--- config.mk ---
export PLATFORM = sky130hd
export DESIGN_NAME = act_skew_feeder
export DESIGN_NICKNAME = d
export VERILOG_FILES = /design/src/rtl/act_skew_feeder.sv
export SDC_FILE = /design/constraint.sdc
export NUM_CORES = 1
export LEC_CHECK = 0
export ABC_AREA = 1
export CAP_MARGIN = 20
export CORE_MARGIN = 2
export CORE_UTILIZATION = 50
export DETAILED_ROUTE_END_ITERATION = 12
export GPL_TIMING_DRIVEN = 0
export PLACE_DENSITY = 0.78
export SETUP_SLACK_MARGIN = 0.4
export SLEW_MARGIN = 30
export SYNTH_ARGS = -nofsm -noshare
export SYNTH_HDL_FRONTEND = slang
export SYNTH_SLANG_ARGS = --single-unit
--- constraint.sdc ---
create_clock -name clk -period 5.25 [get_ports clk]
set_clock_uncertainty 0.15 [all_clocks]
set_input_delay 1.05 -clock clk [delete_from_list [all_inputs] [get_ports clk]]
set_output_delay 1.05 -clock clk [all_outputs]
set_load 0.05 [all_outputs]
--- src/rtl/act_skew_feeder.sv ---
// Activation feeder: buffers a tile of row vectors, then streams it diagonally skewed
// (lane r lags lane 0 by r beats, zero padded) into the systolic array input edge.
module act_skew_feeder #(
  parameter int unsigned ROWS  = 8,
  parameter int unsigned DW    = 8,
  parameter int unsigned DEPTH = 8
) (
  input  logic               clk,
  input  logic               rst,
  input  logic               in_valid,
  output logic               in_ready,
  input  logic [ROWS*DW-1:0] in_vec,
  input  logic               start,
  output logic               busy,
  output logic               done,
  output logic               out_valid,
  output logic               out_first,
  output logic               out_last,
  output logic [ROWS*DW-1:0] out_act
);

  localparam int unsigned CW = $clog2(DEPTH + 1);
  localparam int unsigned TW = $clog2(DEPTH + ROWS);

  typedef enum logic [0:0] {StLoad, StStream} state_e;

  state_e              state_q, state_d;
  logic [CW-1:0]       cnt_q, cnt_d;
  logic [CW-1:0]       n_q, n_d;
  logic [TW-1:0]       t_q, t_d;
  logic [ROWS*DW-1:0]  buf_q [DEPTH];
  logic [ROWS*DW-1:0]  act_q, act_d;
  logic                busy_q, busy_d;
  logic                valid_q;
  logic                first_q, first_d;
  logic                last_q, last_d;
  logic                done_q, done_d;
  logic                accept, start_eff, last_beat, beat_en;

  assign in_ready  = !rst && (state_q == StLoad) && (cnt_q < CW'(DEPTH));
  assign accept    = in_valid && in_ready;
  assign start_eff = (state_q == StLoad) && start && ((cnt_q != '0) || accept);
  assign last_beat = (int'(t_q) == int'(n_q) + int'(ROWS) - 2);

  always_comb begin
    state_d = state_q;
    cnt_d   = cnt_q;
    n_d     = n_q;
    t_d     = t_q;
    beat_en = 1'b0;
    busy_d  = 1'b0;
    first_d = 1'b0;
    done_d  = 1'b0;
    unique case (state_q)
      StLoad: begin
        if (accept) cnt_d = cnt_q + CW'(1);
        if (start_eff) begin
          state_d = StStream;
          n_d     = cnt_q + CW'(accept);
          t_d     = '0;
          beat_en = 1'b1;
          busy_d  = 1'b1;
          first_d = 1'b1;
        end
      end
      StStream: begin
        if (last_beat) begin
          state_d = StLoad;
          cnt_d   = '0;
          done_d  = 1'b1;
        end else begin
          t_d     = t_q + TW'(1);
          beat_en = 1'b1;
          busy_d  = 1'b1;
        end
      end
      default: state_d = StLoad;
    endcase
    last_d = beat_en && (int'(t_d) == int'(n_d) + int'(ROWS) - 2);

    // Next beat is built from the buffer with the same-cycle write forwarded, so the
    // registered output can show beat 0 right after the start edge.
    act_d = '0;
    for (int r = 0; r < int'(ROWS); r++) begin
      for (int i = 0; i < int'(DEPTH); i++) begin
        if (beat_en && (int'(t_d) - r == i) && (i < int'(n_d))) begin
          act_d[r*DW +: DW] = (accept && (cnt_q == CW'(i))) ? in_vec[r*DW +: DW]
                                                             : buf_q[i][r*DW +: DW];
        end
      end
    end
  end

  always_ff @(posedge clk) begin
    if (rst) begin
      state_q <= StLoad;
      cnt_q   <= '0;
      n_q     <= '0;
      t_q     <= '0;
      act_q   <= '0;
      busy_q  <= 1'b0;
      valid_q <= 1'b0;
      first_q <= 1'b0;
      last_q  <= 1'b0;
      done_q  <= 1'b0;
    end else begin
      state_q <= state_d;
      cnt_q   <= cnt_d;
      n_q     <= n_d;
      t_q     <= t_d;
      act_q   <= act_d;
      busy_q  <= busy_d;
      valid_q <= busy_d;
      first_q <= first_d;
      last_q  <= last_d;
      done_q  <= done_d;
    end
  end

  // Tile storage carries no reset; entries beyond the fill count are never read.
  always_ff @(posedge clk) begin
    for (int i = 0; i < int'(DEPTH); i++) begin
      if (accept && (cnt_q == CW'(i))) buf_q[i] <= in_vec;
    end
  end

  assign busy      = busy_q;
  assign done      = done_q;
  assign out_valid = valid_q;
  assign out_first = first_q;
  assign out_last  = last_q;
  assign out_act   = act_q;

endmodule

; Word-level counts from Yosys, hierarchy flattened
; Memory sizes are Yosys's and may differ from the RTL's.
; Cells that the tools add are included.
; Widths: inputs -> output; s select.
[totals]
out_inout_bits = 70
input_bits = 68
ff_bits = 80
elab_cells = 441
mem_bits_rw = 512
memories = 1
[op_classes]
n_eq_ne = 67
reduce_logical = 164
n_mux = 177
addsub = 14
bitwise = 1
magnitude_cmp = 9
[mem_list]
columns = name, depth, word_bits, read_ports, rd_ports_with_merged_regs, write_ports, line_no
row1 = buf_q, 8, 64, 8, 0, 1, 31  ; logic [ROWS*DW-1:0] buf_q [DEPTH];
[op_table]
columns = operator, n
row1 = $mux 8, 128
row2 = $mux 64, 7
row3 = $reduce_or 64->1, 7
row4 = $logic_not 32->1, 8
row5 = $logic_and 1x1->1, 142
row6 = $eq 5x4->1 const B, 28
row7 = $eq 5x3->1 const B, 14
row8 = $eq 5x2->1 const B, 7
row9 = $mux 1, 26
row10 = $eq 4x3->1 const B, 6
row11 = $mux 4, 6
row12 = $mux 3, 7
row13 = $sub 4x3->5 const B, 4
row14 = $eq 4x4->1 const B, 4
row15 = $lt 3x4->1 const A, 4
row16 = $pmux 4 s2, 2
row17 = $eq 4x2->1 const B, 3
row18 = $eq 5x6->1, 2
row19 = $sub 5x2->6 const B, 2
row20 = $add 4x4->5 const B, 2
row21 = $sub 4x2->5 const B, 2
row22 = $add 4x1->4 const B, 2
row23 = $lt 1x4->1 const A, 2
row24 = $lt 2x4->1 const A, 2
row25 = 14 further kinds, 15

; Logic depth before layout (Yosys ltp)
[depth]
ltp_word = 20
ltp_mapped = 25
ltp_nobuf = 25

; Worst setup path before layout
; OpenSTA, ideal clock, no wires.
[synth_path]
path_type = in2reg
from = input port rst
to = register act_q[15] (netlist: out_act[15])
path_stages = 11
t_arrival_ps = 4629
slack_ps = 362
path_buffers = 3
setup_time_ps = 109
t_required_ps = 4991
cell_sequence = nor2_2 nand3_4 clkbuf_1 nor2_1 clkbuf_1 clkbuf_1 nand2_1 o211ai_1 nand4_1 nand2_1 inv_1
[synth_between]
elab_chain_len = 20
word_cells_on_any_way = 70
classes_between = 2 x add/sub / 8 x order compare / 7 x eq/ne / 22 x mux / 31 x reduce/logical
[synth_lines]
columns = item, line_no
row1 = start: declaration, 9  ; input logic rst,
row2 = $logic_not 1->1, 40  ; assign in_ready = !rst && (state_q == StLoad) && (cnt_q < CW'(DEPTH));
row3 = $logic_and 1x1->1 (2 in a row), 40
row4 = $logic_and 1x1->1, 41  ; assign accept = in_valid && in_ready;
row5 = $logic_or 1x1->1, 42  ; assign start_eff = (state_q == StLoad) && start && ((cnt_q != '0) || accept);
row6 = $logic_and 1x1->1, 42
row7 = $mux 4, 57  ; if (start_eff) begin
row8 = $pmux 4 s2, 54  ; unique case (state_q)
row9 = $sub 4x1->5, 86  ; if (beat_en && (int'(t_d) - r == i) && (i < int'(n_d))) begin
row10 = $logic_not 32->1, 86
row11 = $logic_and 1x1->1 (2 in a row), 86
row12 = $mux 8 (8 in a row), 86
row13 = end signal: assignment, 111  ; act_q <= act_d;
row14 = end: declaration, 32  ; logic [ROWS*DW-1:0] act_q, act_d;
; Parallel ways exist; a longest one is shown, timed or not.
; A chain may end at the register's enable or synchronous reset.

; Final worst setup path
; Same ends and word-level chain as after synthesis.

==> run_results.csv <==
group,metric,value,unit
outcome,status,"complete, no violations",
sta,max-slew-margin-rel,26.3,%
route,routed_wl,89.8,mm
final_layout,instances_no_fill,3827,
global_route,grt_pass1_wl,133,mm
place,portBuffers,137,
worst_setup_path,slowest_delay,890,ps
clock_network,clockRootBuffer,"clkbuf_16",
floorplan,io_pins,138,
place,dpl_worst_slack,-121,ps
sta,fin_crit,4830,ps
logic_synthesis,ys_types,42,
sta,fmax,0.207,GHz
logic_synthesis,syn_nets,2890,
sta,rsz0062_at_grt,"false",
clock_network,cts_sinks,592,
floorplan,std_cell_rows,87,
pwr,p_leak,11.9,nW
floorplan,initial_core_util,50.6,%
worst_setup_path,cp_max_fo,50,
worst_setup_path,crit_arrival,5230,ps
sta,worst_pin_slew,1110,ps
worst_setup_path,cp_data_required_time,5650,ps
floorplan,chipHeight,243,um
sta,fin_ws,420,ps
final_layout,areaGrowthSynthToFinish,16.1,%
place,dp.cells,3711,
route,wl_per_cell,23.5,um
worst_setup_path,worst_setup_path_end_kind,"register",
place,place.gp.congestion,0.958,
final_layout,fillCellCount,4576,
final_layout,layout_common_cells,"534 x nand2_1, 512 x edfxtp_1, 400 x nor2_1, 187 x inv_1, 183 x a21oi_1",
global_route,grt_pass1_vias,22700,
floorplan,die-area,59000,um^2
route,num_vias,23100,
pwr,power.share.clock,40.4,%
worst_setup_path,start_kind,"primary input",
logic_synthesis,synthFlopType,"edfxtp_1",
worst_setup_path,worstSetupPathType,"primary input to register",
final_layout,final_common_cell,"nand2_1",
clock_network,h-tree-depth,2,
pwr,powerDensity,318,nW/um^2
route,drc,0,
sta,slew_violations,0,
clock_network,path_clk_slew,60,ps
global_route,gr-usage-all-layers,29.7,%
flow_run,drv_cap,0,
pwr,p_sw,2.67,mW
logic_synthesis,syn_area_per_cell,10.2,um^2
global_route,overflow,0,
worst_setup_path,cpMaxStageDelayCell,"clkbuf_1",
final_layout,drive_gt1_share,13.2,%
route,drtIter0Drc,3301,
route,viasPerCell,6.05,
route,drtPass1Iterations,6,
min_path,hold_class,"register to register",
clock_network,clkLatencyLatePin,650,ps
clock_network,cts_buffers,60,
final_layout,utilization,58.8,%
clock_network,cts_tree,"yes",
logic_synthesis,ys_seq_area_share,59.5,%
final_layout,fin_nets,3100,
logic_synthesis,mappedNetlistArea,28600,um^2
place,hpwl,59.9,mm
pwr,p_int,7.88,mW
sta,fin_crit_sh,92.0,%
route,drtAntennaViolNets,0,
logic_synthesis,async_flop_share,0,%
place,placed_area,31200,um^2
pwr,switching_share,25.3,%
floorplan,core_area,56400,um^2
clock_network,clockBufferDepth,3,
global_route,antenna_found_initial,3,
final_layout,design_area,33200,um^2
pwr,peakVddDrop,0.279,mV
sta,finalSetupViolations,0,
sta,hold_viol,0,
global_route,grt_start_max_net_pins,59,
logic_synthesis,yosys_warnings,0,
pwr,pwr-share-seq,49.4,%
logic_synthesis,synth-seq-cells,592,
worst_setup_path,crit_chain,"clkdlybuf4s50_1 > nor2_2 > nand3_4 > clkbuf_1 > nor2_1 > clkbuf_1 > clkbuf_8 > buf_16 > nand2_1 > o211ai_1 > nand4_1 > nand2_1 > inv_1",
pwr,comb_power_share,10.3,%
clock_network,cts_setup_buffers,0,
logic_synthesis,synth_cells,2808,
floorplan,die_w,243,um
logic_synthesis,synth-edff-count,512,
## cell usage after synthesis (4+ instances only)
| library cell | n | area share (%) |
|---|---|---|
| nand3_1 | 139 | 2.4 |
| buf_1 | 7 | 0.092 |
| a211oi_1 | 25 | 0.66 |
| buf_4 | 6 | 0.16 |
| inv_2 | 17 | 0.22 |
| o21ai_1 | 8 | 0.14 |
| nor2_4 | 6 | 0.24 |
| nor3_2 | 9 | 0.32 |
| xor2_1 | 7 | 0.21 |
| nand4_1 | 113 | 2.5 |
| nand2_2 | 16 | 0.35 |
| nand2_4 | 8 | 0.32 |
| nand3_2 | 4 | 0.14 |
| clkbuf_1 | 88 | 1.2 |
| o21ai_2 | 4 | 0.12 |
| nor3_1 | 10 | 0.18 |
| mux2_2 | 165 | 6.5 |
| nand2_1 | 534 | 7.0 |
| ha_1 | 14 | 0.61 |
| mux2i_1 | 27 | 0.95 |
| edfxtp_1 | 512 | 54 |
| inv_1 | 187 | 2.5 |
| a21oi_1 | 183 | 3.2 |
| nor4_2 | 4 | 0.18 |
| o211ai_1 | 51 | 1.3 |
| buf_2 | 16 | 0.28 |
| o21ai_0 | 129 | 2.3 |
| dfxtp_1 | 80 | 5.6 |
| nor2_2 | 19 | 0.42 |
| nor2_1 | 400 | 5.3 |
## power by group through the flow
stage          combinational, mW  clock, mW  sequential [mW]
2_1_floorplan              0.592          0             5.34
3_3_place_gp                1.01          0             5.32
3_5_place_dp                1.05          0             5.31
4_1_cts                     1.05       4.28             5.21
5_1_grt                     1.15       4.45             5.21
6_report                    1.09       4.26             5.21
## sequential cells by signal, summed over array words and instances (netlist names)
register	flops
n_q	4
t_q	4
cnt_q	4
out_valid	1
out_act	64
done	1
out_last	1
buf_q	512
out_first	1
## metrics by stage
step           hold slack, ps  TNS (ps)  total power, mW
2_1_floorplan             364         0             5.93
3_5_place_dp              420      -202             6.35
5_1_grt                   463         0             10.8
6_report                  441         0             10.6
3_3_place_gp              400  -1004860             6.32
4_1_cts                   428         0             10.5
## worst max-delay path: cells and delay by family
family | cells | cell delay (ps)
buf+inv | 6 | 2520
simple gates | 6 | 1400
compound gates | 1 | 110
## area by class of cell
class,count,area [um^2],share of cell area (%)
sequential,592,17000,51.2
multi-input combinational,1892,10300,31.2
clock buffer,86,1640,4.94
timing repair buffer,148,1620,4.88
tap,756,946,2.85
inverter,205,769,2.32
buffer,119,567,1.71
clock inverter,28,303,0.913
antenna,1,2.50,0.00755
## worst paths after layout
| kind | startpoint | endpoint | slack (ps) | cells past startpoint |
|---|---|---|---|---|
| max | rst | out_act[15] | 420 | 13 |
| min | cnt_q[0] | cnt_q[3] | 440 | 2 |
| max reg2reg | out_valid | out_act[15] | 890 | 12 |
| min reg2reg | cnt_q[0] | cnt_q[3] | 440 | 2 |
## per-layer routing
layer,global-route usage [%],part of all wire [%],vias up
met5,0,0.030,-
li1,-,-,10200
met3,5.89,11,295
met2,47.2,46,1551
met1,38.7,38,11100
met4,15.8,5.0,4
## kinds of logic after synthesis
kind of cell	after synthesis	share of synthesized area, %
buffers and inverters	324	4.46
AND/OR/NAND/NOR	1270	19.7
flip-flops	592	59.5
XOR/XNOR	11	0.364
AO/OA/AOI/OAI	405	7.94
multiplexers	192	7.45
adder cells (fa/ha/maj)	14	0.613
## repair_timing
item	4_1_cts	5_1_grt
resized for setup	4	0
setup endpoints to repair	1	0
hold buffers	0	0
Note: power is estimated with default switching activity, not from simulation.
